$ cat src/rtl/button_pkg.sv
// Shared state type and board timing constants for push-button conditioning.
package button_pkg;

    typedef enum logic [1:0] {
        S_IDLE       = 2'd0,
        S_DB_PRESS   = 2'd1,
        S_HELD       = 2'd2,
        S_DB_RELEASE = 2'd3
    } btn_state_t;

    localparam int CLK_HZ    = 32'd100_000_000;
    localparam int DEB_5MS   = CLK_HZ / 32'd200;
    localparam int RPT_500MS = CLK_HZ / 32'd2;
    localparam int RPT_100MS = CLK_HZ / 32'd10;

    function automatic int max3(input int a, input int b, input int c);
        int m;
        m = (b > a) ? b : a;
        m = (c > m) ? c : m;
        return m;
    endfunction

endpackage

$ cat src/rtl/sync_2ff.sv
// Two-flop synchroniser for an asynchronous board input; both stages clear on reset.
module sync_2ff (
    input  logic clk,
    input  logic rst,
    input  logic d,
    output logic q
);

    logic s1_q;
    logic s2_q;

    // First stage may go metastable; the second gives it a full cycle to settle.
    always_ff @(posedge clk) begin
        if (rst) begin
            s1_q <= 1'b0;
            s2_q <= 1'b0;
        end else begin
            s1_q <= d;
            s2_q <= s1_q;
        end
    end

    assign q = s2_q;

endmodule

$ cat src/rtl/button_conditioner.sv
// Debounces one raw push-button into a clean level plus single-cycle press/release
// pulses, with optional hold-to-auto-repeat of the press pulse.
module button_conditioner
    import button_pkg::*;
#(
    parameter int DEBOUNCE_CYCLES = DEB_5MS,
    parameter bit REPEAT_EN       = 1'b0,
    parameter int REPEAT_DELAY    = RPT_500MS,
    parameter int REPEAT_PERIOD   = RPT_100MS
) (
    input  logic clk,
    input  logic rst,
    input  logic btn_in,
    output logic btn_level,
    output logic press,
    output logic btn_release
);

    localparam int CNT_W = $clog2(max3(DEBOUNCE_CYCLES, REPEAT_DELAY, REPEAT_PERIOD) + 32'sd1);
    localparam logic [CNT_W-1:0] DEB_LAST = CNT_W'(DEBOUNCE_CYCLES - 32'sd1);
    localparam logic [CNT_W-1:0] DLY_LAST = CNT_W'(REPEAT_DELAY - 32'sd1);
    localparam logic [CNT_W-1:0] PER_LAST = CNT_W'(REPEAT_PERIOD - 32'sd1);
    localparam logic [CNT_W-1:0] CNT_ONE  = CNT_W'(32'd1);

    btn_state_t       state_q;
    logic [CNT_W-1:0] deb_q;
    logic [CNT_W-1:0] rpt_q;
    logic             rpt_first_q;
    logic             level_q;
    logic             press_q;
    logic             release_q;
    logic             btn_s2;
    logic [CNT_W-1:0] rpt_lim_s;

    sync_2ff u_sync (
        .clk (clk),
        .rst (rst),
        .d   (btn_in),
        .q   (btn_s2)
    );

    // The first repeat waits the long delay; later ones use the shorter period.
    assign rpt_lim_s = rpt_first_q ? DLY_LAST : PER_LAST;

    // Debounce FSM with registered level and pulse outputs.
    always_ff @(posedge clk) begin
        if (rst) begin
            state_q     <= S_IDLE;
            deb_q       <= '0;
            rpt_q       <= '0;
            rpt_first_q <= 1'b0;
            level_q     <= 1'b0;
            press_q     <= 1'b0;
            release_q   <= 1'b0;
        end else begin
            press_q   <= 1'b0;
            release_q <= 1'b0;
            case (state_q)
                S_IDLE: begin
                    deb_q <= '0;
                    if (btn_s2) begin
                        state_q <= S_DB_PRESS;
                    end
                end
                S_DB_PRESS: begin
                    if (!btn_s2) begin
                        state_q <= S_IDLE;
                        deb_q   <= '0;
                    end else if (deb_q == DEB_LAST) begin
                        state_q     <= S_HELD;
                        deb_q       <= '0;
                        rpt_q       <= '0;
                        rpt_first_q <= 1'b1;
                        level_q     <= 1'b1;
                        press_q     <= 1'b1;
                    end else begin
                        deb_q <= deb_q + CNT_ONE;
                    end
                end
                S_HELD: begin
                    if (!btn_s2) begin
                        state_q <= S_DB_RELEASE;
                        deb_q   <= '0;
                    end else if (REPEAT_EN && (rpt_q == rpt_lim_s)) begin
                        press_q     <= 1'b1;
                        rpt_q       <= '0;
                        rpt_first_q <= 1'b0;
                    end else if (REPEAT_EN) begin
                        rpt_q <= rpt_q + CNT_ONE;
                    end else begin
                        rpt_q <= '0;
                    end
                end
                // rpt_q is left untouched here so a rejected release glitch resumes the repeat timing.
                S_DB_RELEASE: begin
                    if (btn_s2) begin
                        state_q <= S_HELD;
                        deb_q   <= '0;
                    end else if (deb_q == DEB_LAST) begin
                        state_q   <= S_IDLE;
                        deb_q     <= '0;
                        level_q   <= 1'b0;
                        release_q <= 1'b1;
                    end else begin
                        deb_q <= deb_q + CNT_ONE;
                    end
                end
                default: begin
                    state_q <= S_IDLE;
                    deb_q   <= '0;
                end
            endcase
        end
    end

    assign btn_level   = level_q;
    assign press       = press_q;
    assign btn_release = release_q;

endmodule

$ cat config.mk
export PLATFORM = sky130hd
export DESIGN_NAME = button_conditioner
export DESIGN_NICKNAME = d
export VERILOG_FILES = /design/src/rtl/button_pkg.sv /design/src/rtl/sync_2ff.sv /design/src/rtl/button_conditioner.sv
export SDC_FILE = /design/constraint.sdc
export NUM_CORES = 1
export LEC_CHECK = 0
export ABC_CLOCK_PERIOD_IN_PS = 2200
export CORE_UTILIZATION = 35
export DETAILED_ROUTE_END_ITERATION = 6
export MAX_ROUTING_LAYER = met4
export SLEW_MARGIN = 20
export SYNTH_ARGS = -nofsm -noshare
export SYNTH_HDL_FRONTEND = slang
export SYNTH_SLANG_ARGS = --single-unit
$ cat constraint.sdc
create_clock -name clk -period 2.2 [get_ports clk]
set_clock_uncertainty 0.15 [all_clocks]
set_input_delay 0.44 -clock clk [delete_from_list [all_inputs] [get_ports clk]]
set_output_delay 0.44 -clock clk [all_outputs]
set_load 0.005 [all_outputs]
==> results of run 1 <==
==> layout make-up <==
class	instances	area (um2)	share of cell area [%]
multi-input combinational	168	993	47.7
clock buffer	5	68.8	3.30
tap	52	65.1	3.12
sequential	33	661	31.7
inverter	2	7.51	0.360
timing repair buffer	34	272	13.0
clock inverter	3	17.5	0.840
==> sequential cells by signal, summed over array words and instances, names as in the netlist, named ones only <==
name / cells
u_sync.q: 1
u_sync.s1_q: 1
deb_q: 26
btn_release: 1
press: 1
btn_level: 1
state_q: 1
==> layer usage <==
metal  wire length, um  global-route usage (%)  vias up
li1                  -                       -      871
met4                77                    7.84        0
met5                 0                       -        -
met1              2170                    25.5      800
met2              1900                    26.4       34
met3               163                    3.80        8
==> worst min path at each step <==
stage | end | slack (ns) | cells after the start
6_report | u_sync.q$_SDFF_PP0_ | 0.29 | 1
3_5_place_dp | u_sync.q$_SDFF_PP0_ | 0.27 | 1
5_1_grt | u_sync.q$_SDFF_PP0_ | 0.32 | 1
3_3_place_gp | u_sync.q$_SDFF_PP0_ | 0.27 | 1
4_1_cts | u_sync.q$_SDFF_PP0_ | 0.29 | 1
2_1_floorplan | u_sync.q$_SDFF_PP0_ | 0.26 | 1
==> kinds of logic (layout without fill, tap and decap cells) <==
| kind of cell | Yosys count | after routing | synth area share [%] |
|---|---|---|---|
| fa+ha+maj | 1 | 1 | 0.737 |
| mux | 4 | 4 | 2.36 |
| compound gates | 53 | 53 | 18.5 |
| xor+xnor | 1 | 1 | 0.516 |
| buf+inv | 10 | 44 | 3.39 |
| simple gates | 109 | 109 | 35.5 |
| flops | 33 | 33 | 38.9 |
==> per-stage QoR <==
step | worst slack [ns] | utilization (%) | cells | cell area, um2 | total power [uW]
global route | 0.00199 | 46.3 | 297 | 2080 | 1120
global placement | 0.120 | 43.9 | 289 | 1980 | 641
detailed placement | 0.106 | 43.9 | 289 | 1980 | 642
floorplan | 0.159 | - | 211 | 1700 | 629
CTS | 0.0845 | 45.9 | 297 | 2070 | 1100
finish | 0.0738 | 46.3 | 297 | 2080 | 1080
==> report_power, final <==
| part | internal [uW] | total, uW | leakage [uW] | switching (uW) |
|---|---|---|---|---|
| Clock | 218 | 453 | 0.0000439 | 235 |
| Combinational | 13.0 | 23.8 | 0.000426 | 10.8 |
| Sequential | 601 | 604 | 0.000266 | 3.00 |
==> worst max-delay path: cells and delay by family (launching register included) <==
family                 cells  cell delay [ns]
AOI/OAI and AO/OA          2             0.43
DFF                        1             0.32
buffers and inverters      1             0.17
and+or+nand+nor            2             0.93
==> cell usage after synthesis, drive strengths merged (2+ instances only) <==
cell type  number  area (um2)
a21oi          17        88.8
a31oi          23         144
and2            2        12.5
and3            8        50.1
and4            2        17.5
buf             4        35.0
clkbuf          4        15.0
dfxtp          33         661
inv             2        7.51
mux2i           4        40.0
nand2          22        82.6
nand2b          3        18.8
nand3          23         115
nand4           8        50.1
nor2           10        37.5
nor2b           3        18.8
nor3            7        40.0
nor4            4        40.0
o21ai           8        40.0
or3             9        56.3
or4             4        33.8
==> timing repair <==
| item | 4_1_cts | 5_1_grt |
|---|---|---|
| resized for setup | 0 | 4 |
| buffers inserted | 0 | 0 |
| endpoints found under the setup margin | 0 | 11 |
==> impl_metrics.sql, run 1 <==
INSERT INTO impl_metrics (metric_group, metric, value, unit) VALUES
('run_status', 'status', 'complete, no violations', ''),
('detailed_routing', 'drt-initial-drc-count', '147', ''),
('synth', 'synth_nets', '215', ''),
('synth', 'avgSynthCellArea', '8.04', 'um2'),
('placed_design', 'finalWeightedCongestion', '0.953', ''),
('timing', 'fmax_achieved', '0.470', 'GHz'),
('layout', 'area_delta_synth_final', '22.9', '%'),
('clock_tree', 'cts_buffer_depth', '2', ''),
('grt', 'grt_pass1_wl', '7090', 'um'),
('timing', 'worst_slew_pin_tran', '0.514', 'ns'),
('worst_setup_path', 'crit_path_top_delay_cell', 'sky130_fd_sc_hd__or4_4', ''),
('worst_setup_path', 'timing.critical_path.cells', 'or4_4 -> nor4_4 -> a21oi_2 -> buf_4 -> a221o_1', ''),
('hold_path', 'timing.hold.worst.class', 'reg -> reg', ''),
('timing', 'grt_setup_unrepaired', 'false', ''),
('worst_setup_path', 'slowest_delay', '0.56', 'ns'),
('floorplanning', 'placeableCoreArea', '4500', 'um2'),
('clock_tree', 'hold_buffers', '0', ''),
('synth', 'synth_enable_flop_cells', '0', ''),
('timing', 'setup_viol_count_final', '0', ''),
('synth', 'synth_top_flop_cell', 'sky130_fd_sc_hd__dfxtp_1', ''),
('detailed_routing', 'avgRoutedWirePerCell', '14.5', 'um'),
('timing', 'whs', '0.288', 'ns'),
('timing', 'fin_setup_tns', '0', 'ns'),
('timing', 'drv_slew', '0', ''),
('layout', 'final_net_count', '248', ''),
('timing', 'max-slew-margin-rel', '65.8', '%'),
('detailed_routing', 'routed_via_density', '5.77', ''),
('grt', 'initial_antenna_violation_count', '0', ''),
('synth', 'post_synth_inst_count', '211', ''),
('worst_setup_path', 'crit_required', '2.23', 'ns'),
('power_and_ir_drop', 'p_leak', '0.000736', 'uW'),
('detailed_routing', 'detail_route.wirelength', '4320', 'um'),
('floorplanning', 'die_area', '5130', 'um2'),
('detailed_routing', 'drc', '0', ''),
('synth', 'yosys_register_bits', '33', ''),
('timing', 'fin_crit_sh', '96.6', '%'),
('timing', 'hold_violations', '0', ''),
('hold_path', 'hp-start', 'u_sync.s1_q$_SDFF_PP0_', ''),
('clock_tree', 'cts_max_level', '2', ''),
('clock_tree', 'clock-sinks', '33', ''),
('clock_tree', 'cts-buffers-inserted', '5', ''),
('placed_design', 'dpl.hpwl', '3170', 'um'),
('detailed_routing', 'drt_first_pass_iters', '4', ''),
('worst_setup_path', 'critical_path.endpoint', 'deb_q[21]$_SDFFE_PP0P_', ''),
('grt', 'grt_max_degree', '16', ''),
('floorplanning', 'initial_core_utilization', '37.7', '%'),
('clock_tree', 'clk_latency', '0.29', 'ns'),
('synth', 'ys_async_sr_fraction', '0', '%'),
('detailed_routing', 'detailroute.via_count', '1713', ''),
('floorplanning', 'rows', '24', ''),
('detailed_routing', 'detail_route_antenna_nets', '0', ''),
('layout', 'fillers', '470', ''),
('layout', 'final_layout_size_suffix_gt1_share', '18.4', '%'),
('worst_setup_path', 'critical_path.max_fanout', '5', ''),
('floorplanning', 'die_w', '71.6', 'um'),
('worst_setup_path', 'cp-end-kind', 'flop', ''),
('worst_setup_path', 'crit_path_class', 'reg -> reg', ''),
('clock_tree', 'clk_pin_slew', '0.07', 'ns'),
('worst_setup_path', 'timing.critical_path.from', 'deb_q[9]$_SDFFE_PP0P_', ''),
('placed_design', 'placement.io_buffers', '5', ''),
('worst_setup_path', 'worstRegToRegCells', '5', ''),
('power_and_ir_drop', 'power-per-cell-area', '518', 'nW/um2'),
('synth', 'syn_std_cell_area', '1700', 'um2'),
('worst_setup_path', 'cp_data_arrival_time', '2.16', 'ns'),
('power_and_ir_drop', 'vdd_drop_max', '0.223', 'mV'),
('clock_tree', 'root_buffer', 'sky130_fd_sc_hd__clkbuf_8', ''),
('grt', 'grt_util_all_layers', '18.6', '%'),
('grt', 'number_of_global_route_vias_before_repair', '1500', ''),
('floorplanning', 'boundaryPins', '6', ''),
('grt', 'grt.overflow.total', '0', ''),
('worst_setup_path', 'crit-reg2reg-launch', 'deb_q[9]$_SDFFE_PP0P_', '');
Note: power is estimated with default switching activity, not from simulation.
==> inputs of run 2 (changes only) <==
RECOVER_POWER = 50   (was unset)
==> run 2 against run 1 <==
Sequential power barely moved; core utilization fell by 0.14 points; power barely moved; setup slack improved by 0.00099 ns; largest power group unchanged; highest routed layer unchanged.
==> impl_metrics.sql, run 2 (synthesis results as in run 1) <==
INSERT INTO impl_metrics (metric_group, metric, value, unit) VALUES
('run_status', 'status', 'complete, no violations', ''),
('clock_tree', 'clock-sinks', '33', ''),
('run', 'max_cap_violations', '0', ''),
('clock_tree', 'cts_buffer_depth', '2', ''),
('detailed_routing', 'drc', '0', ''),
('detailed_routing', 'avgRoutedWirePerCell', '14.6', 'um'),
('layout', 'layoutNonFillerInstCount', '297', ''),
('detailed_routing', 'detailroute.via_count', '1727', ''),
('placed_design', 'dpl_cell_area', '1980', 'um2'),
('grt', 'grt_pass1_wl', '7090', 'um'),
('layout', 'post-route-cell-area', '2080', 'um2'),
('placed_design', 'finalWeightedCongestion', '0.953', ''),
('timing', 'worst_slew_pin_tran', '0.526', 'ns'),
('clock_tree', 'hold_buffers', '0', ''),
('placed_design', 'placement.io_buffers', '5', ''),
('worst_setup_path', 'critical_path.max_fanout', '5', ''),
('grt', 'grt.overflow.total', '0', ''),
('floorplanning', 'rows', '24', ''),
('clock_tree', 'root_buffer', 'sky130_fd_sc_hd__clkbuf_8', ''),
('timing', 'max-slew-margin-rel', '64.9', '%'),
('floorplanning', 'boundaryPins', '6', ''),
('power_and_ir_drop', 'p_leak', '0.000743', 'uW'),
('layout', 'final_layout_size_suffix_gt1_share', '18.0', '%'),
('placed_design', 'placed_cells_incl_taps', '289', ''),
('timing', 'period_needed', '2.13', 'ns'),
('floorplanning', 'placeableCoreArea', '4500', 'um2'),
('clock_tree', 'cts-buffers-inserted', '5', ''),
('floorplanning', 'initial_core_utilization', '37.7', '%'),
('timing', 'drv_slew', '0', ''),
('layout', 'final_net_count', '248', ''),
('layout', 'fillers', '471', ''),
('timing', 'fmax_achieved', '0.471', 'GHz'),
('detailed_routing', 'detail_route_antenna_nets', '0', ''),
('clock_tree', 'clk_latency', '0.29', 'ns'),
('power_and_ir_drop', 'fin_total_pwr', '1080', 'uW'),
('power_and_ir_drop', 'vdd_drop_max', '0.223', 'mV'),
('grt', 'number_of_global_route_vias_before_repair', '1500', ''),
('layout', 'layout_commonest_cell', 'sky130_fd_sc_hd__dfxtp_1', ''),
('placed_design', 'detailedPlace.worstSlack', '0.106', 'ns'),
('timing', 'fin_setup_tns', '0', 'ns'),
('worst_setup_path', 'slowest_delay', '0.57', 'ns'),
('worst_setup_path', 'cp_data_arrival_time', '2.16', 'ns'),
('worst_setup_path', 'cp-end-kind', 'flop', ''),
('clock_tree', 'tritoncts_clock_tree', 'yes', ''),
('timing', 'setup_viol_count_final', '0', ''),
('floorplanning', 'floorplan.die.height', '71.6', 'um'),
('layout', 'layout.cells.most_common_list', 'sky130_fd_sc_hd__dfxtp_1, sky130_fd_sc_hd__buf_4, sky130_fd_sc_hd__a31oi_1, sky130_fd_sc_hd__nand3_1, sky130_fd_sc_hd__nand2_1', ''),
('layout', 'antennaDiodeCount', '0', ''),
('detailed_routing', 'detail_route.wirelength', '4340', 'um'),
('worst_setup_path', 'rrSetupSlack', '0.07', 'ns'),
('grt', 'grt_max_degree', '16', ''),
('grt', 'initial_antenna_violation_count', '0', ''),
('power_and_ir_drop', 'power-per-cell-area', '520', 'nW/um2'),
('grt', 'grt_util_all_layers', '18.6', '%'),
('placed_design', 'dpl.hpwl', '3170', 'um'),
('clock_tree', 'cts_setup_buffers', '0', ''),
('layout', 'registers.top_by_ff_count', 'deb_q', ''),
('timing', 'postLayoutSetupSlackWorst', '0.0748', 'ns'),
('worst_setup_path', 'crit_required', '2.23', 'ns'),
('layout', 'number_of_flip_flops_under_the_largest_register_name', '26', ''),
('clock_tree', 'cts_max_level', '2', ''),
('detailed_routing', 'drt_first_pass_iters', '4', ''),
('timing', 'grt_setup_unrepaired', 'false', ''),
('floorplanning', 'die_area', '5130', 'um2'),
('worst_setup_path', 'timing.critical_path.cells', 'or4_4 -> nor4_4 -> a21oi_2 -> buf_4 -> a221o_1', ''),
('detailed_routing', 'drt-initial-drc-count', '145', ''),
('worst_setup_path', 'sort_of_element_at_the_start_of_the_critical_path', 'flop', ''),
('worst_setup_path', 'crit_path_top_delay_cell', 'sky130_fd_sc_hd__or4_4', ''),
('layout', 'area_delta_synth_final', '22.5', '%'),
('detailed_routing', 'routed_via_density', '5.81', ''),
('worst_setup_path', 'crit_path_class', 'reg -> reg', ''),
('clock_tree', 'clk_pin_slew', '0.07', 'ns'),
('hold_path', 'timing.hold.worst.class', 'reg -> reg', ''),
('timing', 'fin_crit_sh', '96.6', '%'),
('floorplanning', 'die_w', '71.6', 'um'),
('timing', 'hold_violations', '0', '');
-- run 2: changes by cell type in the layout (fill, tap and decap cells not counted), sizes merged --
cell,previous run,this run
clkbuf,5,6
dlygate4sd3,0,4
clkdlybuf4s50,5,1
buf,29,28
-- run 2: critical path, delay by kind of cell, from the launching register on --
kind	cells	cell delay, ns
simple gates	2	0.94
compound gates	2	0.43
buf+inv	1	0.17
flops	1	0.32
-- run 2: metrics by stage --
step           hold slack [ns]  util (%)
2_1_floorplan            0.264         -
3_3_place_gp             0.270      43.9
3_5_place_dp             0.272      43.9
4_1_cts                  0.289      45.9
5_1_grt                  0.319      46.1
6_report                 0.288      46.1
-- run 2: worst paths after layout --
check / start / end / depth (start not counted)
worst max-delay path: deb_q[9]$_SDFFE_PP0P_ / deb_q[21]$_SDFFE_PP0P_ / 5
worst min-delay path: u_sync.s1_q$_SDFF_PP0_ / u_sync.q$_SDFF_PP0_ / 1
worst max register to register: deb_q[9]$_SDFFE_PP0P_ / deb_q[21]$_SDFFE_PP0P_ / 5
worst min register to register: u_sync.s1_q$_SDFF_PP0_ / u_sync.q$_SDFF_PP0_ / 1
-- run 2: layout make-up --
cell class | instances | area (um2) | area share [%]
Sequential cell | 33 | 661 | 31.8
Clock inverter | 3 | 17.5 | 0.843
Multi-Input combinational cell | 168 | 993 | 47.8
Clock buffer | 5 | 68.8 | 3.31
Inverter | 2 | 7.51 | 0.361
Timing Repair Buffer | 34 | 265 | 12.8
Tap cell | 52 | 65.1 | 3.13
-- run 2: timing repair --
item,4_1_cts,5_1_grt
hold endpoints to repair,0,0
gates resized for setup,0,4
setup endpoints to repair,0,11
-- run 2: routing by layer --
layer  share of wire (%)  global-route usage (%)
met5                   0                       -
met4                 1.7                    7.84
met3                 4.1                    3.80
met2                  44                    26.4
met1                  50                    25.5
-- run 2: report_power, final --
group | leakage (uW) | internal (uW) | total [uW] | switching [uW]
logic | 0.000433 | 11.2 | 21.9 | 10.7
clock network | 0.0000439 | 218 | 454 | 236
registers | 0.000266 | 601 | 604 | 2.91
total | 0.000743 | 830 | 1080 | 249
